`src/rtl/etapa_fetch_pc_if.sv`:
```
// rtl/etapa_fetch_pc_if.sv - instruction memory and IF/ID bus between fetch and decode
// The master side is the fetch stage, which drives the memory address and the IF/ID register.
interface etapa_fetch_pc_if #(
   parameter int N = 32
);
   logic [N-1:0] imem_addr;
   logic [31:0]  imem_data;
   logic         ifid_valid;
   logic [31:0]  ifid_instr;
   logic [N-1:0] ifid_pc4;

   modport master (
      output imem_addr,
      input  imem_data,
      output ifid_valid,
      output ifid_instr,
      output ifid_pc4
   );

   modport slave (
      input  imem_addr,
      output imem_data,
      input  ifid_valid,
      input  ifid_instr,
      input  ifid_pc4
   );
endinterface

```
`src/rtl/etapa_fetch_pc.sv`:
```
// rtl/etapa_fetch_pc.sv - MIPS instruction-fetch stage: PC, next-PC select, IF/ID register
// IDLE/RUN/HALT sequencing; per RUN cycle the order is halt, redirect, stall, then sequential fetch.
module etapa_fetch_pc #(
   parameter int           N        = 32,
   parameter logic [N-1:0] RESET_PC = '0,
   parameter int           STEP     = 4,
   parameter int           CNT_W    = 32
) (
   input  logic             clk,
   input  logic             reset,
   input  logic             start,
   input  logic             halt,
   input  logic             stall,
   input  logic             redir_valid,
   input  logic [N-1:0]     redir_pc,
   etapa_fetch_pc_if.master fbus,
   output logic [CNT_W-1:0] fetch_count,
   output logic [1:0]       state_o
);

   typedef enum logic [1:0] {
      S_IDLE = 2'b00,
      S_RUN  = 2'b01,
      S_HALT = 2'b10
   } state_t;

   state_t           state_q, state_d;
   logic [N-1:0]     pc_q, pc_d;
   logic             ifid_valid_q, ifid_valid_d;
   logic [31:0]      ifid_instr_q, ifid_instr_d;
   logic [N-1:0]     ifid_pc4_q, ifid_pc4_d;
   logic [CNT_W-1:0] fetch_count_q, fetch_count_d;

   logic [N-1:0] pc4;
   logic [N-1:0] redir_aligned;

   assign pc4           = pc_q + N'(STEP);
   // Branch targets are word addresses; the low two bits are discarded rather than trapped.
   assign redir_aligned = redir_pc & ~N'(3);

   always_ff @(posedge clk) begin
      if (reset) begin
         state_q       <= S_IDLE;
         pc_q          <= RESET_PC;
         ifid_valid_q  <= 1'b0;
         ifid_instr_q  <= 32'd0;
         ifid_pc4_q    <= '0;
         fetch_count_q <= '0;
      end else begin
         state_q       <= state_d;
         pc_q          <= pc_d;
         ifid_valid_q  <= ifid_valid_d;
         ifid_instr_q  <= ifid_instr_d;
         ifid_pc4_q    <= ifid_pc4_d;
         fetch_count_q <= fetch_count_d;
      end
   end

   always_comb begin
      state_d       = state_q;
      pc_d          = pc_q;
      ifid_valid_d  = ifid_valid_q;
      ifid_instr_d  = ifid_instr_q;
      ifid_pc4_d    = ifid_pc4_q;
      fetch_count_d = fetch_count_q;

      case (state_q)
         S_IDLE: begin
            pc_d         = RESET_PC;
            ifid_valid_d = 1'b0;
            ifid_instr_d = 32'd0;
            ifid_pc4_d   = '0;
            if (start) begin
               state_d = S_RUN;
            end
         end
         S_RUN: begin
            if (halt) begin
               state_d      = S_HALT;
               ifid_valid_d = 1'b0;
               ifid_instr_d = 32'd0;
               ifid_pc4_d   = '0;
            end else if (redir_valid) begin
               // The instruction fetched this cycle is on the wrong path, so squash it.
               pc_d         = redir_aligned;
               ifid_valid_d = 1'b0;
               ifid_instr_d = 32'd0;
               ifid_pc4_d   = '0;
            end else if (!stall) begin
               pc_d          = pc4;
               ifid_valid_d  = 1'b1;
               ifid_instr_d  = fbus.imem_data;
               ifid_pc4_d    = pc4;
               fetch_count_d = fetch_count_q + CNT_W'(1);
            end
         end
         S_HALT: begin
            ifid_valid_d = 1'b0;
            ifid_instr_d = 32'd0;
            ifid_pc4_d   = '0;
         end
         default: begin
            state_d      = S_IDLE;
            pc_d         = RESET_PC;
            ifid_valid_d = 1'b0;
            ifid_instr_d = 32'd0;
            ifid_pc4_d   = '0;
         end
      endcase
   end

   assign fbus.imem_addr  = pc_q;
   assign fbus.ifid_valid = ifid_valid_q;
   assign fbus.ifid_instr = ifid_instr_q;
   assign fbus.ifid_pc4   = ifid_pc4_q;
   assign fetch_count     = fetch_count_q;
   assign state_o         = state_q;

endmodule

```
`src/flat_wrapper.sv`:
```
// flat-port wrapper written by rule: the top's interface ports become plain ports
module etapa_fetch_pc_flat 
#(
   parameter int           N        = 32,
   parameter logic [N-1:0] RESET_PC = '0,
   parameter int           STEP     = 4,
   parameter int           CNT_W    = 32
)
  (clk, reset, start, halt, stall, redir_valid, redir_pc, fetch_count, state_o, fbus_imem_addr, fbus_imem_data, fbus_ifid_valid, fbus_ifid_instr, fbus_ifid_pc4);
  etapa_fetch_pc_if #(.N(N)) fbus_i ();
  input  logic clk;
  input  logic reset;
  input  logic start;
  input  logic halt;
  input  logic stall;
  input  logic redir_valid;
  input  logic [N-1:0] redir_pc;
  output logic [CNT_W-1:0] fetch_count;
  output logic [1:0] state_o;
  output wire logic [$bits(fbus_i.imem_addr)-1:0] fbus_imem_addr;
  input wire logic [$bits(fbus_i.imem_data)-1:0] fbus_imem_data;
  output wire logic [$bits(fbus_i.ifid_valid)-1:0] fbus_ifid_valid;
  output wire logic [$bits(fbus_i.ifid_instr)-1:0] fbus_ifid_instr;
  output wire logic [$bits(fbus_i.ifid_pc4)-1:0] fbus_ifid_pc4;
  assign fbus_imem_addr = fbus_i.imem_addr;
  assign fbus_i.imem_data = fbus_imem_data;
  assign fbus_ifid_valid = fbus_i.ifid_valid;
  assign fbus_ifid_instr = fbus_i.ifid_instr;
  assign fbus_ifid_pc4 = fbus_i.ifid_pc4;
  etapa_fetch_pc #(.N(N), .RESET_PC(RESET_PC), .STEP(STEP), .CNT_W(CNT_W)) u_core (.clk(clk), .reset(reset), .start(start), .halt(halt), .stall(stall), .redir_valid(redir_valid), .redir_pc(redir_pc), .fbus(fbus_i), .fetch_count(fetch_count), .state_o(state_o));
endmodule
```
`config.mk`:
```
export PLATFORM = sky130hd
export DESIGN_NAME = etapa_fetch_pc_flat
export DESIGN_NICKNAME = d
export VERILOG_FILES = /design/src/rtl/etapa_fetch_pc_if.sv /design/src/rtl/etapa_fetch_pc.sv /design/src/flat_wrapper.sv
export SDC_FILE = /design/constraint.sdc
export NUM_CORES = 1
export LEC_CHECK = 0
export CELL_PAD_IN_SITES_DETAIL_PLACEMENT = 0
export CELL_PAD_IN_SITES_GLOBAL_PLACEMENT = 1
export CORE_AREA = 2 2 132 134
export DETAILED_ROUTE_END_ITERATION = 10
export DIE_AREA = 0 0 134 136
export MAX_ROUTING_LAYER = met4
export PLACE_DENSITY_LB_ADDON = 0.1
export SLEW_MARGIN = 20
export SYNTH_ARGS = -nofsm -noshare
export SYNTH_HDL_FRONTEND = slang
export SYNTH_SLANG_ARGS = --single-unit
```
`constraint.sdc`:
```
create_clock -name clk -period 3.6 [get_ports clk]
set_input_delay 0.72 -clock clk [delete_from_list [all_inputs] [get_ports clk]]
set_output_delay 0.72 -clock clk [all_outputs]
set_load 0.005 [all_outputs]
```
* Word-level counts from Yosys, hierarchy flattened
Cells that the tools add are included.
** Storage, ports and cells
- Logic and storage cells :: 31
- Input port bits :: 70
- Output and inout bits :: 131
- Bits in registers :: 131
** Operators by class
- Mux-type cells :: 7
- Equal/unequal tests :: 6
- Add/subtract/negate cells :: 2
- Reductions and logical operators :: 5
- Bitwise logic cells :: 5
** Operators by type and width (count)
- $mux W32 :: 3
- $pmux W32 S2 :: 1
- $add A32 B1 Y32 const B :: 1
- $add A32 B3 Y32 const B :: 1
- $ne A2 B2 Y1 const B :: 3
- $pmux W2 S3 :: 1
- $reduce_and A3 Y1 :: 2
- $not A1 Y1 :: 5
- $mux W2 :: 2
- $reduce_and A4 Y1 :: 1
- $reduce_or A4 Y1 :: 1
- $ne A3 B3 Y1 const B :: 1
- $eq A2 B1 Y1 const B :: 1
- $eq A2 B2 Y1 const B :: 1
- $logic_not A2 Y1 :: 1

* Depth between registers and ports, before layout
Gate-level depths: netlist (run 1).
- Depth after elaboration :: 5
- Gate-level depth with buffers :: 8

* Least setup slack after synthesis (run 1)
No wires, ideal clock.
- Path type :: input to register
- From :: in stall
- To :: reg u_core.fetch_count_q[29], in the netlist u_core.fetch_count[29]
- Path buffers :: 2
- Arrival :: 2.338 ns
- Stages on the path :: 7
- Data required time :: 3.530 ns
- Library setup time :: 0.070 ns
- Path slack :: 1.191 ns
- Cells stage by stage :: buf_6 > nor4b_4 > nand3_4 > or4_1 > buf_2 > or3_1 > a21oi_1
** Between the ends
- Longest elaborated chain between the ends :: 2
** RTL lines
- start, declared :: line flat_wrapper.sv:15 : input logic stall;
- $not A1 Y1 (no line)
- $reduce_and A4 Y1 (no line)
- end signal, assigned :: line etapa_fetch_pc.sv:55 : fetch_count_q <= fetch_count_d;
- end, declared :: line etapa_fetch_pc.sv:32 : logic [CNT_W-1:0] fetch_count_q, fetch_count_d;
Every way passes these cells.
A chain may end at the register's enable or synchronous reset.

* Worst setup path in the final report (run 1)
- From :: in redir_valid
- To :: reg u_core.fetch_count_q[7], in the netlist u_core.fetch_count[7]
** Between the ends
- Longest elaborated chain between the ends :: 2
** RTL lines
- start, declared :: line flat_wrapper.sv:16 : input logic redir_valid;
- $not A1 Y1 (no line)
- $reduce_and A4 Y1 (no line)
Every way passes these cells.

==> results of run 1 <==
## power by group
part	switching (mW)	internal (mW)
logic	0.107	0.131
clock network	0.662	1.25
registers	0.0158	1.42
## cell type report
class / count / area, um2 / area share, %
Tap cell: 225 / 282 / 3.23
Clock buffer: 18 / 439 / 5.03
Multi-Input combinational cell: 503 / 3120 / 35.8
Clock inverter: 14 / 214 / 2.45
Sequential cell: 127 / 2540 / 29.1
Inverter: 17 / 63.8 / 0.731
Timing Repair Buffer: 211 / 2060 / 23.7
## routing by layer
| metal | global-route usage (%) | up-vias |
|---|---|---|
| met4 | 7.21 | 0 |
| met2 | 32.2 | 179 |
| met1 | 26.1 | 2679 |
| li1 | - | 2824 |
| met3 | 6.19 | 16 |
| met5 | - | - |
## critical path: stages
cell and delay [ns]:
clkdlybuf4s50_1 0.47, buf_4 0.27, or4b_2 0.68, nor2_2 0.45
nand3_1 0.16, xor2_1 0.16, nor2_1 0.05
## state kept, by name (all words and copies together) (netlist names)
| register | flops |
|---|---|
| u_core.fbus.ifid_instr | 32 |
| u_core.fetch_count | 32 |
| u_core.fbus.ifid_pc4 | 30 |
| u_core.fbus.imem_addr | 30 |
| u_core.state_o | 2 |
| u_core.fbus.ifid_valid | 1 |
## worst paths after layout
| kind | startpoint | end | slack (ns) | cells after the start |
|---|---|---|---|---|
| max reg2reg | u_core.fbus.imem_addr[2]$_SDFFE_PP0P_ | u_core.fbus.imem_addr[30]$_SDFFE_PP0P_ | 0.97 | 7 |
| min | u_core.fbus.ifid_pc4[4]$_SDFFE_PP0N_ | u_core.fbus.ifid_pc4[4]$_SDFFE_PP0N_ | 0.47 | 2 |
| max | redir_valid | u_core.fetch_count[7]$_SDFFE_PP0P_ | 0.92 | 7 |
| min reg2reg | u_core.fbus.ifid_pc4[4]$_SDFFE_PP0N_ | u_core.fbus.ifid_pc4[4]$_SDFFE_PP0N_ | 0.47 | 2 |
## cell usage after synthesis, types with 3 or more instances
master	count	area, um2
dfxtp_1	127	2540
a21oi_1	60	300
nand2_1	36	135
a22o_1	7	61.3
o21ai_0	59	295
nand3_1	27	135
and2_1	5	31.3
a32oi_1	3	26.3
xor2_1	9	78.8
buf_2	3	15.0
inv_1	16	60.1
and3_1	8	50.1
nor2b_1	3	18.8
o31ai_1	3	22.5
nor3_1	20	100
or3_1	22	138
nor2_1	79	297
buf_4	6	45.0
a22oi_1	4	30.0
nor3_2	3	30.0
xnor2_1	32	280
mux2i_1	37	370
nand4_1	13	81.3
clkbuf_1	37	139
nand2b_1	4	25.0
or4_1	3	22.5
and4_1	7	61.3
nor4_1	6	37.5
a31oi_1	3	18.8
a21o_1	11	82.6
## cell families after synthesis
| kind of cell | after synthesis | synth area share [%] |
|---|---|---|
| and+or+nand+nor | 252 | 23.0 |
| AOI/OAI and AO/OA | 167 | 16.5 |
| DFF | 127 | 42.8 |
| buffers and inverters | 68 | 5.01 |
| xor gates and xnor gates | 41 | 6.04 |
| muxes | 37 | 6.23 |
| adders and majority gates | 2 | 0.421 |
| other | 1 | 0.0631 |
## placed cells by master (no fill, tap or decap), types with 5 or more instances in the layout
cell / instances
clkdlybuf4s50_1: 193
dfxtp_1: 127
nor2_1: 79
a21oi_1: 60
o21ai_0: 59
mux2i_1: 37
nand2_1: 36
xnor2_1: 32
nand3_1: 27
or3_1: 22
nor3_1: 19
clkbuf_16: 17
buf_4: 17
inv_1: 16
nand4_1: 13
a21o_1: 11
xor2_1: 9
and3_1: 8
and4_1: 7
a22o_1: 7
nor4_1: 6
and2_1: 5
bufinv_16: 5
==> impl_metrics.py, run 1 <==
metrics = {
    "clocking": {
        "htree_levels": 4,
        "post_cts_buffers": 0,
        "cts-buffers-inserted": 17,
        "clk_pin_slew_worst_paths_ns": 0.06,
        "numClockSinks": 127,
        "cts_buffer_depth": 2,
        "insertion_delay_ns": 0.43,
        "tritoncts": "built",
        "cts-resized-gates": 0,
        "ctsHoldBuffers": 0,
        "root_buffer": "clkbuf_16",
    },
    "floorplanning": {
        "start_util_pct": 35.2,
        "ioPinCount": 201,
        "rows": 48,
        "dieWidth_um": 134,
        "fp.dieH_um": 136,
        "die-area_um2": 18200,
        "coreArea_um2": 16900,
    },
    "route": {
        "first_pass_iters": 4,
        "final_antenna_net_count": 0,
        "met2_wirelength_mm": 8.49,
        "avgRoutedWirePerCell_um": 16.5,
        "wl_met3_mm": 1.16,
        "via_per_inst": 5.11,
        "drt-total-wl_mm": 18.4,
        "drc_errors": 0,
        "vias": 5698,
        "drt_iter0_markers": 355,
        "wl_met1_mm": 8.48,
        "topRoutingLayerUsed": "met4",
    },
    "finish": {
        "antenna_cells": 0,
        "fillers": 1573,
        "drive_gt1_share_pct": 7.53,
        "finalNonFillerCells": 1115,
        "final_util_pct": 51.7,
        "final_area_um2": 8730,
        "finalNetCount": 949,
        "area_growth_pct": 46.8,
    },
    "timing": {
        "hold_viol": 0,
        "min_period_ns": 2.68,
        "slew_headroom_pct": 57.5,
        "grt_setup_unrepaired": "no",
        "fin_skew_ns": 0.0163,
        "layout_setup_ws_ns": 0.918,
        "final.setup.tns_ns": 0,
        "worst_pin_slew_ns": 0.632,
        "hold_ws_ns": 0.472,
        "period_share_pct": 74.5,
        "fmax_mhz": 373,
        "setup_viol": 0,
        "slew_violations": 0,
    },
    "setup_path": {
        "end_kind": "flip-flop",
        "cp.required_ns": 3.89,
        "critPathKind": "input pin to flip-flop",
        "start_kind": "input pin",
        "worstPathMaxFanout": 30,
        "crit_arrival_ns": 2.97,
    },
    "global_routing": {
        "antenna_found_initial": 0,
        "grt_overflow": 0,
        "grt_start_max_net_pins": 42,
        "grt_first_pass_wirelength_mm": 29.0,
        "grtUsageTotal_pct": 20.9,
        "grt_pass1_vias": 5535,
    },
    "yosys": {
        "synth-edff-count": 0,
        "synth_cells": 695,
        "synth_area_um2": 5950,
        "synthFlopType": "dfxtp_1",
        "async_flop_share_pct": 0,
        "yosysWarnings": 0,
        "synth_cell_types": 64,
        "yosysSeqAreaShare_pct": 42.8,
        "synth_seq_cells": 127,
        "syn_area_per_cell_um2": 8.55,
    },
    "placed_design": {
        "place_ws_ns": 0.472,
        "dp_cells": 1083,
        "postPlaceCellArea_um2": 8070,
        "place_congestion": 0.833,
        "place_hpwl_mm": 13.3,
        "io_buffers": 194,
    },
    "min_path": {
        "hp-class": "flip-flop to flip-flop",
    },
    "pwr": {
        "power_density_nw_per_um2": 410,
        "p_leak_nw": 3.14,
        "ir_worst_vdd_mv": 0.320,
        "power_mw": 3.58,
    },
    "flow_run": {
        "cap_violations": 0,
    },
    "run_status": {
        "status": "finished clean",
    },
}
Power figures use the tool's default switching activity.
==> run 2, diff against run 1 <==
Settings changed: CORE_AREA 2 2 132 134 to 2 2 144 146, DIE_AREA 0 0 134 136 to 0 0 146 148.
Clock period 3.6 ns to 2.2 ns, I/O delays scaled along.
==> run 2 against run 1 <==
Effect of this change:
- global-route usage shrank 1.9 points
- register-to-register slack worse by 0.85 ns
- total power rose by 63%
- count of clock-buffer cells in the layout up 1
- design area increased by 5.8%
==> impl_metrics.py, run 2 (synthesis gave the netlist of run 1 again) <==
metrics = {
    "run_status": {
        "status": "finished clean",
    },
    "global_routing": {
        "grt_first_pass_wirelength_mm": 31.8,
        "met3_usage_pct": 6.42,
        "grt_overflow": 0,
        "grt_pass1_vias": 5980,
        "grtUsageTotal_pct": 19.0,
        "antenna_found_initial": 2,
        "busiest_layer": "met2",
        "grt_start_max_net_pins": 48,
        "use_met2_pct": 29.7,
        "grt.met1_usage_pct": 23.4,
    },
    "floorplanning": {
        "die-area_um2": 21600,
        "coreArea_um2": 20000,
        "fp.dieH_um": 148,
        "dieWidth_um": 146,
        "start_util_pct": 29.7,
        "rows": 52,
        "ioPinCount": 201,
    },
    "pwr": {
        "ir_worst_vdd_mv": 0.525,
        "power_mw": 5.83,
        "power_density_nw_per_um2": 631,
        "p_leak_nw": 3.43,
    },
    "setup_path": {
        "setup.worst_path.end": "u_core.fbus.imem_addr[10]$_SDFFE_PP0P_",
        "end_kind": "flip-flop",
        "worstPathMaxFanout": 6,
        "crit_arrival_ns": 2.42,
        "crit_path_start": "redir_valid",
        "reg2reg_to": "u_core.fetch_count[28]$_SDFFE_PP0P_",
        "rr_worst_depth": 5,
        "critPathKind": "input pin to flip-flop",
        "rr_startpoint": "u_core.fetch_count[16]$_SDFFE_PP0P_",
        "cp.required_ns": 2.52,
        "start_kind": "input pin",
        "r2r_slack_ns": 0.12,
    },
    "timing": {
        "fin_skew_ns": 0.0104,
        "min_period_ns": 2.11,
        "worst_pin_slew_ns": 0.525,
        "hold_viol": 0,
        "setup_viol": 0,
        "slew_violations": 0,
        "grt_setup_unrepaired": "no",
        "fmax_mhz": 475,
        "slew_headroom_pct": 65.0,
        "layout_setup_ws_ns": 0.0940,
        "period_share_pct": 95.7,
        "hold_ws_ns": 0.456,
        "final.setup.tns_ns": 0,
    },
    "clocking": {
        "cts_buffer_depth": 2,
        "numClockSinks": 127,
        "htree_levels": 4,
        "ctsHoldBuffers": 0,
        "clk_pin_slew_worst_paths_ns": 0.06,
        "cts-buffers-inserted": 17,
        "tritoncts": "built",
        "root_buffer": "clkbuf_16",
        "insertion_delay_ns": 0.43,
    },
    "min_path": {
        "hold-path-cell-count": 1,
        "hp-class": "flip-flop to flip-flop",
    },
    "placed_design": {
        "postPlaceCellArea_um2": 8580,
        "dp_cells": 1185,
        "place_congestion": 0.816,
        "place_hpwl_mm": 15.0,
        "io_buffers": 194,
        "place_ws_ns": -0.319,
    },
    "route": {
        "avgRoutedWirePerCell_um": 16.5,
        "via_per_inst": 4.90,
        "vias": 5974,
        "final_antenna_net_count": 0,
        "drt_iter0_markers": 336,
        "first_pass_iters": 4,
        "drt-total-wl_mm": 20.1,
        "drc_errors": 0,
    },
    "finish": {
        "drive_gt1_share_pct": 13.4,
        "finalNonFillerCells": 1220,
        "final_util_pct": 46.1,
        "finalNetCount": 1007,
        "final_cell_mix": "193 x clkdlybuf4s50_1, 126 x dfxtp_1, 79 x nor2_1",
        "mostFrequentLayoutCell": "clkdlybuf4s50_1",
        "final_area_um2": 9240,
        "area_growth_pct": 55.4,
    },
    "flow_run": {
        "cap_violations": 0,
    },
}
==> run 2: metal layers <==
layer | routed length [um] | part of all wire (%)
met1 | 9030 | 45
met5 | 0 | 0
met4 | 200 | 1.0
met2 | 9180 | 46
met3 | 1680 | 8.4
==> run 2: what timing repair did <==
action / in CTS / in global routing
gates resized for setup: 0 / 3
setup buffers: 0 / 1
setup endpoints to repair: 0 / 7
==> run 2: worst min-delay path by stage <==
| stage | startpoint | to | slack (ns) |
|---|---|---|---|
| finish | u_core.fbus.ifid_valid$_SDFFE_PP0N_ | u_core.fbus.ifid_valid$_SDFFE_PP0N_ | 0.46 |
| global route | u_core.fbus.ifid_valid$_SDFFE_PP0N_ | u_core.fbus.ifid_valid$_SDFFE_PP0N_ | 0.49 |
| CTS | u_core.fbus.ifid_valid$_SDFFE_PP0N_ | u_core.fbus.ifid_valid$_SDFFE_PP0N_ | 0.46 |
| detailed placement | u_core.fbus.ifid_valid$_SDFFE_PP0N_ | u_core.fbus.ifid_valid$_SDFFE_PP0N_ | 0.44 |
| global placement | u_core.fbus.ifid_valid$_SDFFE_PP0N_ | u_core.fbus.ifid_valid$_SDFFE_PP0N_ | 0.44 |
| floorplan | u_core.fbus.ifid_valid$_SDFFE_PP0N_ | u_core.fbus.ifid_valid$_SDFFE_PP0N_ | 0.45 |
==> run 2: area by class of cell <==
type	count	area [um2]
Sequential cell	127	2540
Multi-Input combinational cell	503	3130
Fill cell	1975	10800
Clock inverter	13	186
Inverter	17	63.8
Antenna cell	2	5.00
Tap cell	270	338
Timing Repair Buffer	269	2520
Clock buffer	19	443
==> run 2: worst max-delay path: stages <==
cell	delay [ns]
clkdlybuf4s50_1	0.50
buf_4	0.19
or4b_2	0.66
nor2_2	0.15
buf_4	0.17
a21oi_1	0.07
o32ai_1	0.24
==> run 2: power by group <==
group | switching (mW) | internal, mW | leakage [nW] | total [mW]
Sequential | 0.0192 | 2.32 | 1.02 | 2.34
Clock | 1.12 | 1.93 | 0.296 | 3.05
Combinational | 0.193 | 0.250 | 2.11 | 0.444
==> run 3, diff against run 2 <==
Settings changed: CORE_AREA 2 2 144 146 to 2 2 203 105, DIE_AREA 0 0 146 148 to 0 0 205 107.
==> run 3 against run 2 <==
Effect of this change:
- first-iteration DRC count is 43% higher
- non-clock buffer count is 2 lower
- fmax is 1.2% higher
- combinational power hardly changed
- clock power is 14% lower
- total power is 7.1% lower
- cell count is 0.25% lower
- critical path type is now flip-flop to flip-flop
==> impl_metrics.py, run 3 (synthesis gave the netlist of run 1 again) <==
metrics = {
    "timing": {
        "fin_skew_ns": 0.0147,
        "grt_setup_unrepaired": "no",
        "fmax_mhz": 481,
        "min_period_ns": 2.08,
        "worst_pin_slew_ns": 0.633,
        "slew_headroom_pct": 57.8,
        "period_share_pct": 94.6,
        "hold_viol": 0,
        "layout_setup_ws_ns": 0.119,
        "setup_viol": 0,
        "slew_violations": 0,
    },
    "finish": {
        "finalNetCount": 1005,
        "final_cell_mix": "193 x clkdlybuf4s50_1, 125 x dfxtp_1, 79 x nor2_1",
        "drive_gt1_share_pct": 12.9,
        "area_growth_pct": 53.8,
        "mostFrequentLayoutCell": "clkdlybuf4s50_1",
        "finalNonFillerCells": 1217,
    },
    "pwr": {
        "ir_worst_vdd_mv": 0.486,
        "power_mw": 5.42,
        "pwr-share-seq_pct": 43.2,
        "p_leak_nw": 3.40,
        "p_comb_share_pct": 8.2,
        "pwr-share-clk_pct": 48.6,
        "p_switching_mw": 1.24,
        "netSwitchingFraction_pct": 22.9,
        "power_density_nw_per_um2": 592,
        "power.internal_mw": 4.18,
    },
    "flow_run": {
        "cap_violations": 0,
    },
    "placed_design": {
        "io_buffers": 194,
        "place_hpwl_mm": 15.9,
        "place_congestion": 0.825,
        "dp_cells": 1185,
        "place_ws_ns": -0.335,
    },
    "floorplanning": {
        "rows": 37,
        "dieWidth_um": 205,
        "coreArea_um2": 20200,
        "ioPinCount": 201,
        "fp.dieH_um": 107,
        "die-area_um2": 21900,
        "start_util_pct": 29.5,
    },
    "global_routing": {
        "antenna_found_initial": 1,
        "grt_first_pass_wirelength_mm": 32.3,
        "grtUsageTotal_pct": 19.9,
        "grt_start_max_net_pins": 44,
        "grt_pass1_vias": 5748,
        "grt_overflow": 0,
    },
    "clocking": {
        "cts_buffer_depth": 2,
        "numClockSinks": 127,
        "cts-buffers-inserted": 17,
        "htree_levels": 4,
        "root_buffer": "clkbuf_16",
        "clk_pin_slew_worst_paths_ns": 0.06,
        "tritoncts": "built",
        "insertion_delay_ns": 0.41,
    },
    "setup_path": {
        "worstPathMaxFanout": 7,
        "cp.required_ns": 2.53,
        "critPathKind": "flip-flop to flip-flop",
        "start_kind": "flip-flop",
        "r2r_slack_ns": 0.12,
        "rr_worst_depth": 5,
        "crit_arrival_ns": 2.41,
        "end_kind": "flip-flop",
    },
    "route": {
        "drt_iter0_markers": 480,
        "final_antenna_net_count": 0,
        "via_per_inst": 4.95,
        "avgRoutedWirePerCell_um": 17.4,
        "drc_errors": 0,
        "first_pass_iters": 5,
        "drt-total-wl_mm": 21.1,
        "vias": 6020,
    },
    "run_status": {
        "status": "finished clean",
    },
    "min_path": {
        "hp-class": "flip-flop to flip-flop",
        "hold-path-cell-count": 1,
    },
}
-- run 3: critical path, cell delays in order, from the launching register on --
cell	delay (ns)
dfxtp_2	0.35
nand4_1	0.17
or2_2	0.37
or4_4	0.59
or3_1	0.36
a21oi_1	0.16
-- run 3: per-stage QoR --
step / util [%] / area [um2] / TNS, ns / hold slack (ns)
2_1_floorplan: - / 5960 / 0 / 0.451
3_3_place_gp: 42.5 / 8580 / -8.90 / 0.442
3_5_place_dp: 42.5 / 8580 / -9.48 / 0.445
4_1_cts: 45.2 / 9120 / 0 / 0.454
5_1_grt: 45.3 / 9150 / 0 / 0.463
6_report: 45.3 / 9150 / 0 / 0.451
-- run 3: power by group through the flow --
stage                     sequential [mW]  combinational, mW  clock (mW)
final                                2.34              0.445        2.63
after global routing                 2.34              0.480        2.83
after CTS                            2.34              0.444        2.72
after detailed placement             2.39              0.442           0
after global placement               2.39              0.436           0
after floorplan                      2.39              0.192           0
-- run 3: what timing repair did --
item	in CTS	in global routing
hold buffers	0	0
pin swaps	0	4
endpoints found under the hold margin	0	0
setup buffers	0	2
resized for setup	1	3
endpoints found under the setup margin	2	7
-- run 3: final timing paths --
| path | start | to |
|---|---|---|
| worst max-delay path | u_core.fetch_count[18]$_SDFFE_PP0P_ | u_core.fetch_count[29]$_SDFFE_PP0P_ |
| worst min-delay path | u_core.fbus.ifid_valid$_SDFFE_PP0N_ | u_core.fbus.ifid_valid$_SDFFE_PP0N_ |
| worst max register to register | u_core.fetch_count[18]$_SDFFE_PP0P_ | u_core.fetch_count[29]$_SDFFE_PP0P_ |
| worst min register to register | u_core.fbus.ifid_valid$_SDFFE_PP0N_ | u_core.fbus.ifid_valid$_SDFFE_PP0N_ |
-- run 3: per-layer routing --
| metal | global-route usage, % | part of all wire [%] | vias up |
|---|---|---|---|
| met4 | 5.09 | 0.75 | 0 |
| li1 | - | - | 2946 |
| met5 | - | 0 | - |
| met2 | 24.6 | 38 | 189 |
| met1 | 29.7 | 53 | 2875 |
| met3 | 6.84 | 8.4 | 10 |
-- run 3: layout make-up --
class | count | area, um2
clock inverters | 7 | 63.8
well taps | 273 | 342
fillers | 1974 | 11000
inverters | 17 | 63.8
diodes | 1 | 2.50
flip-flops and latches | 127 | 2540
multi-input cells | 503 | 3130
clock buffers | 22 | 474
repair buffers | 267 | 2520
